## src/rtl/crc_ser_pkg.sv

```systemverilog
// crc_ser_pkg: shared definitions for the CRC frame serializer.
//   CRC_W       - width of the downstream CRC register
//   CRC_INIT    - value the serial CRC stage takes on crc_init
//   ser_state_e - serializer FSM states
package crc_ser_pkg;

  localparam int unsigned      CRC_W    = 16;
  localparam logic [CRC_W-1:0] CRC_INIT = 16'hFFFF;

  typedef enum logic [2:0] {
    ST_IDLE,
    ST_INIT,
    ST_DATA,
    ST_STALL,
    ST_WAIT,
    ST_CRC,
    ST_GAP
  } ser_state_e;

endpackage

```

## src/rtl/crc_ser_shreg.sv

```systemverilog
// crc_ser_shreg: loadable MSB-first shift register.
//   clk, reset  - clock, asynchronous active-low reset (clears to 0)
//   load        - load load_val (takes priority over shift)
//   shift       - shift left by one, zero fill
//   load_val    - parallel load value
//   msb         - current most significant bit
module crc_ser_shreg #(
  parameter int unsigned WIDTH = 16
) (
  input  logic             clk,
  input  logic             reset,
  input  logic             load,
  input  logic             shift,
  input  logic [WIDTH-1:0] load_val,
  output logic             msb
);

  logic [WIDTH-1:0] q;

  always_ff @(posedge clk or negedge reset) begin
    if (!reset)     q <= '0;
    else if (load)  q <= load_val;
    else if (shift) q <= {q[WIDTH-2:0], 1'b0};
  end

  assign msb = q[WIDTH-1];

endmodule

```

## src/rtl/crc_frame_serializer.sv

```systemverilog
// crc_frame_serializer: takes DATA_W-bit words from a valid/ready upstream,
// shifts them out MSB first while feeding an external serial CRC stage, then
// appends the 16-bit CRC read back from that stage, followed by GAP_CYC idle
// cycles.
//   clk, reset            - clock, asynchronous active-low reset
//   s_valid/s_ready       - upstream handshake; s_data, s_last word + frame end
//   crc_in                - running CRC from the serial CRC stage
//   crc_enable/init/data  - controls of the serial CRC stage
//   tx_valid, tx_bit      - serial line output
//   tx_crc_phase          - tx_bit carries CRC bits
//   frame_done            - pulse on the final CRC bit
//   underrun_err          - only with SER_UNDERRUN_ERR_EN: sticky, set when
//                           upstream fails to supply a mid-frame word in time
module crc_frame_serializer
  import crc_ser_pkg::*;
#(
  parameter int unsigned DATA_W  = 8,
  parameter int unsigned GAP_CYC = 1
) (
  input  logic              clk,
  input  logic              reset,
  input  logic              s_valid,
  output logic              s_ready,
  input  logic [DATA_W-1:0] s_data,
  input  logic              s_last,
  input  logic [CRC_W-1:0]  crc_in,
  output logic              crc_enable,
  output logic              crc_init,
  output logic              crc_data,
  output logic              tx_valid,
  output logic              tx_bit,
  output logic              tx_crc_phase,
  output logic              frame_done
`ifdef SER_UNDERRUN_ERR_EN
  ,
  output logic              underrun_err
`endif
);

  localparam int unsigned SH_W    = (DATA_W > CRC_W) ? DATA_W : CRC_W;
  localparam int unsigned CNT_M0  = (DATA_W > CRC_W) ? DATA_W : CRC_W;
  localparam int unsigned CNT_MAX = (GAP_CYC > CNT_M0) ? GAP_CYC : CNT_M0;
  localparam int unsigned CNT_W   = $clog2(CNT_MAX + 1);

  ser_state_e       state_q, state_d;
  logic [CNT_W-1:0] cnt_q, cnt_d;
  logic             last_q, last_d;

  logic             sh_load, sh_shift, sh_msb;
  logic [SH_W-1:0]  sh_val;
  logic [SH_W-1:0]  data_ext, crc_ext;

  // Both words and CRC are left-aligned so the register MSB is always the
  // next line bit.
  assign data_ext = SH_W'(s_data) << (SH_W - DATA_W);
  assign crc_ext  = SH_W'(crc_in) << (SH_W - CRC_W);

  crc_ser_shreg #(.WIDTH(SH_W)) u_shreg (
    .clk      (clk),
    .reset    (reset),
    .load     (sh_load),
    .shift    (sh_shift),
    .load_val (sh_val),
    .msb      (sh_msb)
  );

  always_ff @(posedge clk or negedge reset) begin
    if (!reset) begin
      state_q <= ST_IDLE;
      cnt_q   <= '0;
      last_q  <= 1'b0;
    end else begin
      state_q <= state_d;
      cnt_q   <= cnt_d;
      last_q  <= last_d;
    end
  end

  always_comb begin
    state_d      = state_q;
    cnt_d        = cnt_q;
    last_d       = last_q;
    sh_load      = 1'b0;
    sh_shift     = 1'b0;
    sh_val       = data_ext;
    s_ready      = 1'b0;
    crc_enable   = 1'b0;
    crc_init     = 1'b0;
    crc_data     = 1'b0;
    tx_valid     = 1'b0;
    tx_bit       = 1'b0;
    tx_crc_phase = 1'b0;
    frame_done   = 1'b0;
    case (state_q)
      ST_IDLE: begin
        if (s_valid) state_d = ST_INIT;
      end
      ST_INIT: begin
        crc_enable = 1'b1;
        crc_init   = 1'b1;
        s_ready    = 1'b1;
        cnt_d      = '0;
        if (s_valid) begin
          sh_load = 1'b1;
          last_d  = s_last;
          state_d = ST_DATA;
        end else begin
          state_d = ST_STALL;
        end
      end
      ST_DATA: begin
        crc_enable = 1'b1;
        crc_data   = sh_msb;
        tx_valid   = 1'b1;
        tx_bit     = sh_msb;
        sh_shift   = 1'b1;
        cnt_d      = cnt_q + 1'b1;
        if (cnt_q == CNT_W'(DATA_W - 1)) begin
          cnt_d = '0;
          if (last_q) begin
            state_d = ST_WAIT;
          end else begin
            // Next word loads over the final shift so DATA continues gapless.
            s_ready = 1'b1;
            if (s_valid) begin
              sh_load = 1'b1;
              last_d  = s_last;
            end else begin
              state_d = ST_STALL;
            end
          end
        end
      end
      ST_STALL: begin
        s_ready = 1'b1;
        if (s_valid) begin
          sh_load = 1'b1;
          last_d  = s_last;
          state_d = ST_DATA;
        end
      end
      ST_WAIT: begin
        // CRC stage has absorbed the final data bit; capture its result.
        sh_load = 1'b1;
        sh_val  = crc_ext;
        cnt_d   = '0;
        state_d = ST_CRC;
      end
      ST_CRC: begin
        tx_valid     = 1'b1;
        tx_crc_phase = 1'b1;
        tx_bit       = sh_msb;
        sh_shift     = 1'b1;
        cnt_d        = cnt_q + 1'b1;
        if (cnt_q == CNT_W'(CRC_W - 1)) begin
          frame_done = 1'b1;
          cnt_d      = '0;
          state_d    = (GAP_CYC == 0) ? ST_IDLE : ST_GAP;
        end
      end
      ST_GAP: begin
        cnt_d = cnt_q + 1'b1;
        if (cnt_q == CNT_W'(GAP_CYC - 1)) begin
          cnt_d   = '0;
          state_d = ST_IDLE;
        end
      end
      default: state_d = ST_IDLE;
    endcase
  end

`ifdef SER_UNDERRUN_ERR_EN
  logic uerr_q;

  always_ff @(posedge clk or negedge reset) begin
    if (!reset)                                          uerr_q <= 1'b0;
    else if (state_d == ST_STALL && state_q != ST_STALL) uerr_q <= 1'b1;
    else if (state_q == ST_INIT)                         uerr_q <= 1'b0;
  end

  assign underrun_err = uerr_q;
`endif

endmodule

```

## config.mk

```make
export PLATFORM = sky130hd
export DESIGN_NAME = crc_frame_serializer
export DESIGN_NICKNAME = d
export VERILOG_FILES = /design/src/rtl/crc_ser_pkg.sv /design/src/rtl/crc_ser_shreg.sv /design/src/rtl/crc_frame_serializer.sv
export SDC_FILE = /design/constraint.sdc
export NUM_CORES = 1
export LEC_CHECK = 0
export CAP_MARGIN = 20
export CELL_PAD_IN_SITES_DETAIL_PLACEMENT = 0
export CELL_PAD_IN_SITES_GLOBAL_PLACEMENT = 1
export CORE_MARGIN = 1
export CORE_UTILIZATION = 35
export CTS_CLUSTER_DIAMETER = 100
export CTS_CLUSTER_SIZE = 16
export DETAILED_ROUTE_END_ITERATION = 10
export PLACE_DENSITY = 0.77
export REMOVE_ABC_BUFFERS = 1
export SKIP_LAST_GASP = 1
export SLEW_MARGIN = 25
export SYNTH_ARGS = -nofsm -noshare
export SYNTH_HDL_FRONTEND = slang
export SYNTH_HIERARCHICAL = 1
export SYNTH_SLANG_ARGS = --single-unit
```

## constraint.sdc

```tcl
create_clock -name clk -period 2.56 [get_ports clk]
set_clock_uncertainty 0.1 [all_clocks]
set_input_delay 0.512 -clock clk [delete_from_list [all_inputs] [get_ports clk]]
set_output_delay 0.512 -clock clk [all_outputs]
set_load 0.005 [all_outputs]
```

Word level (Yosys, flattened, before mapping)
Index checks and enable logic that the tools add are counted.

Flip-flop bits (word level): 25. Input bits: 28. Word-level logic and storage cells: 67.

$add $sub $neg: 1. Equality and inequality tests: 15. Multiplexer cells: 36. Reduce and logical (&&, ||, !) cells: 11.

Operators with widths (count): $mux W16 (3); $mux W3 (7); $pmux W3 S7 (1); $pmux W5 S4 (1); $mux W1 (18); $mux W5 (3); $ne A2 B2 Y1 const B (5); $eq A3 B3 Y1 const B (3); $reduce_or A2 Y1 (4); $eq A3 B2 Y1 const B (2); $reduce_and A6 Y1 (1); $add A5 B1 Y5 const B (1); $eq A5 B3 Y1 const B (1); $eq A5 B4 Y1 const B (1); $logic_not A5 Y1 (1); $pmux W1 S2 (2); $reduce_bool A2 Y1 (2); $reduce_bool A4 Y1 (1); $eq A3 B1 Y1 const B (1); $logic_not A3 Y1 (1); $ne A3 B3 Y1 const B (1); $pmux W1 S3 (1); $reduce_and A3 Y1 (1); $ne A2 B1 Y1 const B (1).

Depth between registers and ports, before layout
Gate-level depths: netlist of run 1.

Word-level depth: 5. Mapped depth: 8. Gate-level depth less buffers: 8.

Modules after synthesis
Netlist of run 1, hierarchy kept.

By module, submodules not included: crc_frame_serializer (instances 1, cells an instance 106, area each 905.9 um2, seq. area each 225.2 um2); crc_ser_shreg (instances 1, cells an instance 69, area each 742.0 um2, seq. area each 400.4 um2).

Worst setup path before layout of run 1
No wires, ideal clock.

Path kind: flip-flop to flip-flop. Start point: reg cnt_q[1]. End point: reg u_shreg.q[14]. Setup time: 0.135 ns. Arrival time: 1.794 ns. Required time: 2.325 ns. Slack: 0.531 ns. Cell stages (with the launch flop): 8. Buffers on the path: 1. Period minus slack after synthesis: 2.029 ns. Cell sequence: dfrtp_1 > ha_1 > nand4bb_2 > nor3_1 > nor2_1 > o32ai_1 > clkbuf_1 > o21ai_0.

Cells in the longest elaborated chain, start to end: 4. Elaborated cells on any way between the ends: 5. Classes of those cells: 1 x eq/ne; 3 x mux; 1 x reduce/logical.

Ends and longest elaborated chain: start: declaration (RTL line crc_frame_serializer.sv:46) `logic [CNT_W-1:0] cnt_q, cnt_d;`; start signal: assignment (RTL line crc_frame_serializer.sv:74) `cnt_q <= cnt_d;`; $eq A5 B3 Y1 * (RTL line crc_frame_serializer.sv:118) `if (cnt_q == CNT_W'(DATA_W - 1)) begin`; $mux W1 * (RTL line crc_frame_serializer.sv:118); $pmux W1 S3 * (RTL line crc_frame_serializer.sv:94) `case (state_q)`; via sh_load (RTL line crc_frame_serializer.sv:49) `logic sh_load, sh_shift, sh_msb;`; $mux W16 or $reduce_bool A2 Y1 (tied branches); end signal: assignment (RTL line crc_ser_shreg.sv:22) `else if (load) q <= load_val;`; end signal: assignment (RTL line crc_ser_shreg.sv:23) `else if (shift) q <= {q[WIDTH-2:0], 1'b0};`; end: declaration (RTL line crc_ser_shreg.sv:18) `logic [WIDTH-1:0] q;`.

The timed path passes the listed nets; every way through them passes the cells marked *. A chain may end at the register's enable or synchronous reset.

Worst setup path after layout of run 1
Start point: reg state_q[0]. End point: out tx_bit.

Cells in the longest elaborated chain, start to end: 3. Elaborated cells on any way between the ends: 4. Classes of those cells: 2 x eq/ne; 1 x mux; 1 x reduce/logical.

Ends and longest elaborated chain: start: declaration (RTL line crc_frame_serializer.sv:45) `ser_state_e state_q, state_d;`; start signal: assignment (RTL line crc_frame_serializer.sv:73) `state_q <= state_d;`; $eq A3 B3 Y1 or $eq A3 B2 Y1 (tied branches) (RTL line crc_frame_serializer.sv:94); $reduce_or A2 Y1 (no line) *; $mux W1 * (RTL line crc_frame_serializer.sv:94); end: declaration (RTL line crc_frame_serializer.sv:31) `output logic tx_bit,`.

Mark *: on every way between the ends. The rest lies on a longest branch, timed or not.

==> results of run 1 <==
==> power groups by stage <==
stage               clock network (uW)  registers, uW  logic, uW
finish                             228            610        892
global route                       254            628        982
CTS                                240            593        873
detailed placement                   0            600        868
global placement                     0            593        846
floorplan                            0            610        529
==> state kept, by name (all words and copies together) (netlist names) <==
| register | flops |
|---|---|
| u_shreg/q | 16 |
| state_q | 3 |
| cnt_q | 5 |
| last_q | 1 |
==> worst paths after layout <==
kind	end	slack [ps]	cells after the start
max in group asynchronous	cnt_q[1]$_DFFE_PN0P_	1590	2
hold / removal	u_shreg/q[0]$_DFFE_PN0P_	450	2
min in group asynchronous	last_q$_DFFE_PN0P_	510	2
hold reg to reg	u_shreg/q[0]$_DFFE_PN0P_	450	2
setup reg to reg	u_shreg/q[9]$_DFFE_PN0P_	580	9
setup / recovery	tx_bit	180	5
==> critical path: cells and delay by family, from the launching register on <==
family | cells | cell delay (ps)
AOI/OAI and AO/OA | 1 | 150
DFF | 1 | 340
buffers and inverters | 2 | 690
and+or+nand+nor | 2 | 330
==> per-stage QoR <==
stage               instance area, sq um  hold slack, ps   util  power (uW)
global placement                    2070             424  0.466        1440
global route                        2160             480  0.487        1860
CTS                                 2120             451  0.477        1710
finish                              2160             451  0.487        1730
floorplan                           1560             116      -        1140
detailed placement                  2070             434  0.466        1470
==> what timing repair did <==
action | CTS | global route
setup buffers | 0 | 1
hold endpoints to repair | 0 | 0
pin swaps | 0 | 2
endpoints found under the setup margin | 2 | 2
gates resized for setup | 2 | 7
==> layout make-up <==
| type | count | area share |
|---|---|---|
| Multi-Input combinational cell | 129 | 0.438 |
| Timing Repair Buffer | 47 | 0.206 |
| Inverter | 9 | 0.0156 |
| Clock buffer | 4 | 0.0208 |
| Tap cell | 52 | 0.0301 |
| Sequential cell | 25 | 0.290 |
==> cell usage in the layout, fill, tap and decap left out, types with 5 or more instances in the layout <==
cell              n
a21oi_1           6
and2_1            9
buf_4            12
clkdlybuf4s50_1  33
dfrtp_1          23
inv_1             9
mux2_2            9
mux2i_1          16
nand2_1          25
nand2b_1          5
nor2_1            8
o21ai_0           9
o21ai_1          10
==> layer usage <==
layer,global-route usage,share of wire,vias up
met5,0,0,-
met4,0.0378,0.0060,0
met3,0.0242,0.033,2
met2,0.248,0.50,29
met1,0.179,0.46,601
li1,-,-,685
==> logic make-up (layout without fill, tap and decap cells) <==
group           count (synthesis)  count (layout)  synth area share
xor+xnor                        1               1           0.00532
buf+inv                        21              60            0.0737
flops                          25              25             0.380
simple gates                   61              61             0.196
fa+ha+maj                       4               4            0.0304
mux                            26              26             0.172
compound gates                 37              37             0.143
==> run metrics, run 1 <==
worst slew pin tran=523 ps; RSZ-0062 raised after global routing=no; final std cells w/o fill=266; post-route setup TNS=0 ps; Starting Density=0.371; mean post-synth cell area=9.42 sq um; die area=4990 sq um; CTS Buffer Depth=2; Hold Violations, Final=0; Seq pwr share=0.352; number of hold buffers added after CTS=0; FF+latch count, synth=25; Via Count=1317; vias in the first global route=1290; post-synthesis sequential area ratio=0.380; ANT nets after route=0; # DRC=4; die height=70.6 microns; Post-synth ARST share=1.00; Cells after Synth=175; pin count of the biggest net entering global routing=30; hold_sp=u_shreg/q[0]$_DFFE_PN0P_; post-placement cell count=261; Die X=70.6 microns; Worst-Skew Late Latency=260 ps; clock root buffer=clkbuf_8; first-pass GRT wire length=5580 microns; CP startpoint=state_q[0]$_DFFE_PN0P_; reg2reg start=cnt_q[0]$_DFFE_PN0P_; Cell variety after synth=42; YS warnings=6; failing checks=design-rule violations; CP max stage delay=490 ps; multi-input logic area=947 sq um; final setup margin=176 ps; fin crit period=2380 ps; critical path type=reg2out; share of cells above drive strength 1=0.173; Top Ports=36; Final HPWL DP=2570 microns; period utilisation layout=0.931; total length of routed wires=3330 microns; CP startpoint kind=flop; WP data required=1950 ps; Synth top cells by count=dfrtp_1, nand2_1, mux2i_1; Max Slew Vio Count=0; Net Sw Frac=0.378; CTS sink cnt=25; routed length per instance=12.5 microns; I/O Buffers=35; H-tree depth=1; hold crit path type=reg2reg; FF+latch area=628 sq um; Max Clk Rate=420 MHz; NumNets Final=247; mapped cell area=1650 sq um; critical-path cell list=buf_4 > nand3b_1 > o21ai_2 > and2_1 > clkdlybuf4s50_1; Initial DRC Count=43; FILL cells=455; number of detailed-route iterations in the first pass=9; setup slack at placement=241 ps; Reg clk slew, reported paths=80 ps; crit-path max FO=16; Total GRT Usage=0.141; core footprint=4440 sq um; Ant. Diodes=0; area share of the largest cell type after synthesis=0.380; CTS tree=done; TritonCTS buffer count=3; initial antenna violation count=0; routability cong.=0.897; row count=24; Post-synth EDFFs=0; Pint=1080 uW; Crit-path slowest cell=clkdlybuf4s50_1; CP Capture Type=output port; signal arrival time at the worst endpoint=1770 ps; grt ovf=0; clock network fraction of total power=0.132; Peak VDD IR=0.249 mV; Net Switching=655 uW; # setup viols final=0; Area growth, synth to finish=31.4%; outcome=complete, but fails checks; ranking of synthesized cells by area=dfrtp_1, mux2i_1, mux2_2; vias per inst=4.95; Lkg Pwr=0.000979 uW; combinational share of power=0.516; Max Cap Violations=0; Max transition margin=0.648; Synth Flop Type=dfrtp_1; PD cells=799 nW/um^2; cell accounting for the most synthesized area=dfrtp_1
No activity file was read; power rests on OpenSTA's default activity.
==> run 2: changes to the inputs <==
--- a/config.mk
+++ b/config.mk
@@ -13,7 +13,7 @@
 export CTS_CLUSTER_DIAMETER = 100
 export CTS_CLUSTER_SIZE = 16
 export DETAILED_ROUTE_END_ITERATION = 10
-export PLACE_DENSITY = 0.77
+export PLACE_DENSITY = 0.72
 export REMOVE_ABC_BUFFERS = 1
 export SKIP_LAST_GASP = 1
 export SLEW_MARGIN = 25
==> run 2 against run 1 <==
Worst hold slack lost 1.4 ps. The run still ends with design-rule violations left. Highest routed layer unchanged. Count of clock-buffer cells in the layout fell by 1. Global-route usage grew 0.54 points. Register-to-register slack worse by 80 ps.
==> run metrics, run 2 (synthesis results as in run 1) <==
wl on met1=1590 microns; combinational share of power=0.514; Post-Place Cell Area=2070 sq um; Net Sw Frac=0.382; Top Ports=36; hold crit path type=reg2reg; R2R depth=6; multi-input logic area=961 sq um; I/O Buffers=35; die area=4990 sq um; Largest register FFs=16; CP startpoint=cnt_q[0]$_DFFE_PN0P_; RSZ-0062 raised after global routing=no; CTS Buffer Depth=2; hold_sp=u_shreg/q[0]$_DFFE_PN0P_; Hold Slack=449 ps; Total GRT Usage=0.146; FILL cells=425; ANT nets after route=0; highest metal layer with signal wires=met4; FF+latch area=629 sq um; largest registers=u_shreg/q: 16 flops, cnt_q: 5 flops, state_q: 3 flops; signal arrival time at the worst endpoint=1830 ps; first-pass GRT wire length=6010 microns; met2 wire length=1750 microns; Seq pwr share=0.351; CP startpoint kind=flop; die height=70.6 microns; Peak VDD IR=0.297 mV; Via Count=1336; commonest non-fill, non-tap cells in the layout=clkdlybuf4s50_1, nand2_1, dfrtp_1; pin count of the biggest net entering global routing=33; worst slew pin tran=594 ps; most used cell, CP=inv_1; crit-path max FO=4; Worst-Skew Late Latency=270 ps; vias per inst=5.00; commonest non-fill, non-tap cell in the layout=clkdlybuf4s50_1; Die X=70.6 microns; period utilisation layout=0.953; WP data required=1950 ps; CP Capture Type=output port; CP max stage delay=510 ps; clock root buffer=clkbuf_8; outcome=complete, but fails checks; Final HPWL DP=2580 microns; number of detailed-route iterations in the first pass=7; routability cong.=0.819; Starting Density=0.371; routed length per instance=12.9 microns; Lkg Pwr=0.000968 uW; Top reg by flops=u_shreg/q; failing checks=design-rule violations; total length of routed wires=3460 microns; row count=24; # DRC=2; NumNets Final=248; # setup viols final=0; PD cells=799 nW/um^2; Worst Hold Depth=2; final instance area=2190 sq um; Pint=1080 uW; core footprint=4440 sq um; Ant. Diodes=0; initial antenna violation count=0; CTS tree=done; H-tree depth=1; Initial DRC Count=89; vias in the first global route=1360; Area growth, synth to finish=32.7%; fin crit period=2440 ps; number of hold buffers added after CTS=0; metal3 WL=111 microns; CTS sink cnt=25; reg2reg start=state_q[0]$_DFFE_PN0P_; critical path type=reg2out; share of cells above drive strength 1=0.191; Net Switching=667 uW; Hold Violations, Final=0; TritonCTS buffer count=3; Max transition margin=0.604; Max Slew Vio Count=0; clock network fraction of total power=0.135; Reg clk slew, reported paths=90 ps; Crit-path slowest cell=clkdlybuf4s50_1; Max Clk Rate=410 MHz; critical-path cell list=ha_4 > nand3_1 > inv_1 > ha_1 > inv_1 > nor2_1 > clkdlybuf4s50_1; grt ovf=0; Max Cap Violations=0
[run 2: repair_timing]
item / CTS / global route
gates resized for setup: 2 / 8
setup endpoints to repair: 2 / 2
pin swaps: 0 / 2
buffers inserted: 0 / 3
cloned: 0 / 0
[run 2: layout make-up]
type	instances	share of cell area
Sequential cell	25	0.288
Clock inverter	1	0.00229
Inverter	9	0.0155
Multi-Input combinational cell	129	0.440
Timing Repair Buffer	48	0.206
Clock buffer	3	0.0189
Tap cell	52	0.0298
[run 2: path summary, 6_finish.rpt]
path,slack [ps],end
worst max-delay path,120,frame_done
worst min-delay path,450,u_shreg/q[0]$_DFFE_PN0P_
worst max register to register,500,u_shreg/q[13]$_DFFE_PN0P_
worst min register to register,450,u_shreg/q[0]$_DFFE_PN0P_
max in group asynchronous,1580,cnt_q[1]$_DFFE_PN0P_
min in group asynchronous,500,last_q$_DFFE_PN0P_
[run 2: routing by layer]
layer | global-route usage | up-vias
li1 | - | 681
met1 | 0.192 | 620
met2 | 0.262 | 33
met3 | 0.0214 | 2
met4 | 0.0200 | 0
met5 | 0 | -
[run 2: metrics by stage]
step                setup slack (ps)  cells  total power (uW)   util  setup TNS [ps]
finish                           119    267              1750  0.492               0
global route                   0.641    267              1890  0.492               0
CTS                             5.09    264              1700  0.479               0
detailed placement               195    260              1460  0.466               0
global placement                 236    260              1440  0.466               0
floorplan                       -833    163              1140      -          -12880
[run 2: power by group through the flow]
| stage | registers (uW) | clock network, uW | logic, uW |
|---|---|---|---|
| after floorplan | 610 | 0 | 529 |
| after global placement | 594 | 0 | 846 |
| after CTS | 596 | 243 | 861 |
| final | 613 | 236 | 898 |
| after detailed placement | 604 | 0 | 853 |
| after global routing | 632 | 260 | 994 |
[run 2: worst max-delay path, delay by kind of cell (launching register included)]
kind	cells	cell delay, ps
adders and majority gates	2	310
buffers and inverters	3	650
and+or+nand+nor	2	200
DFF	1	410
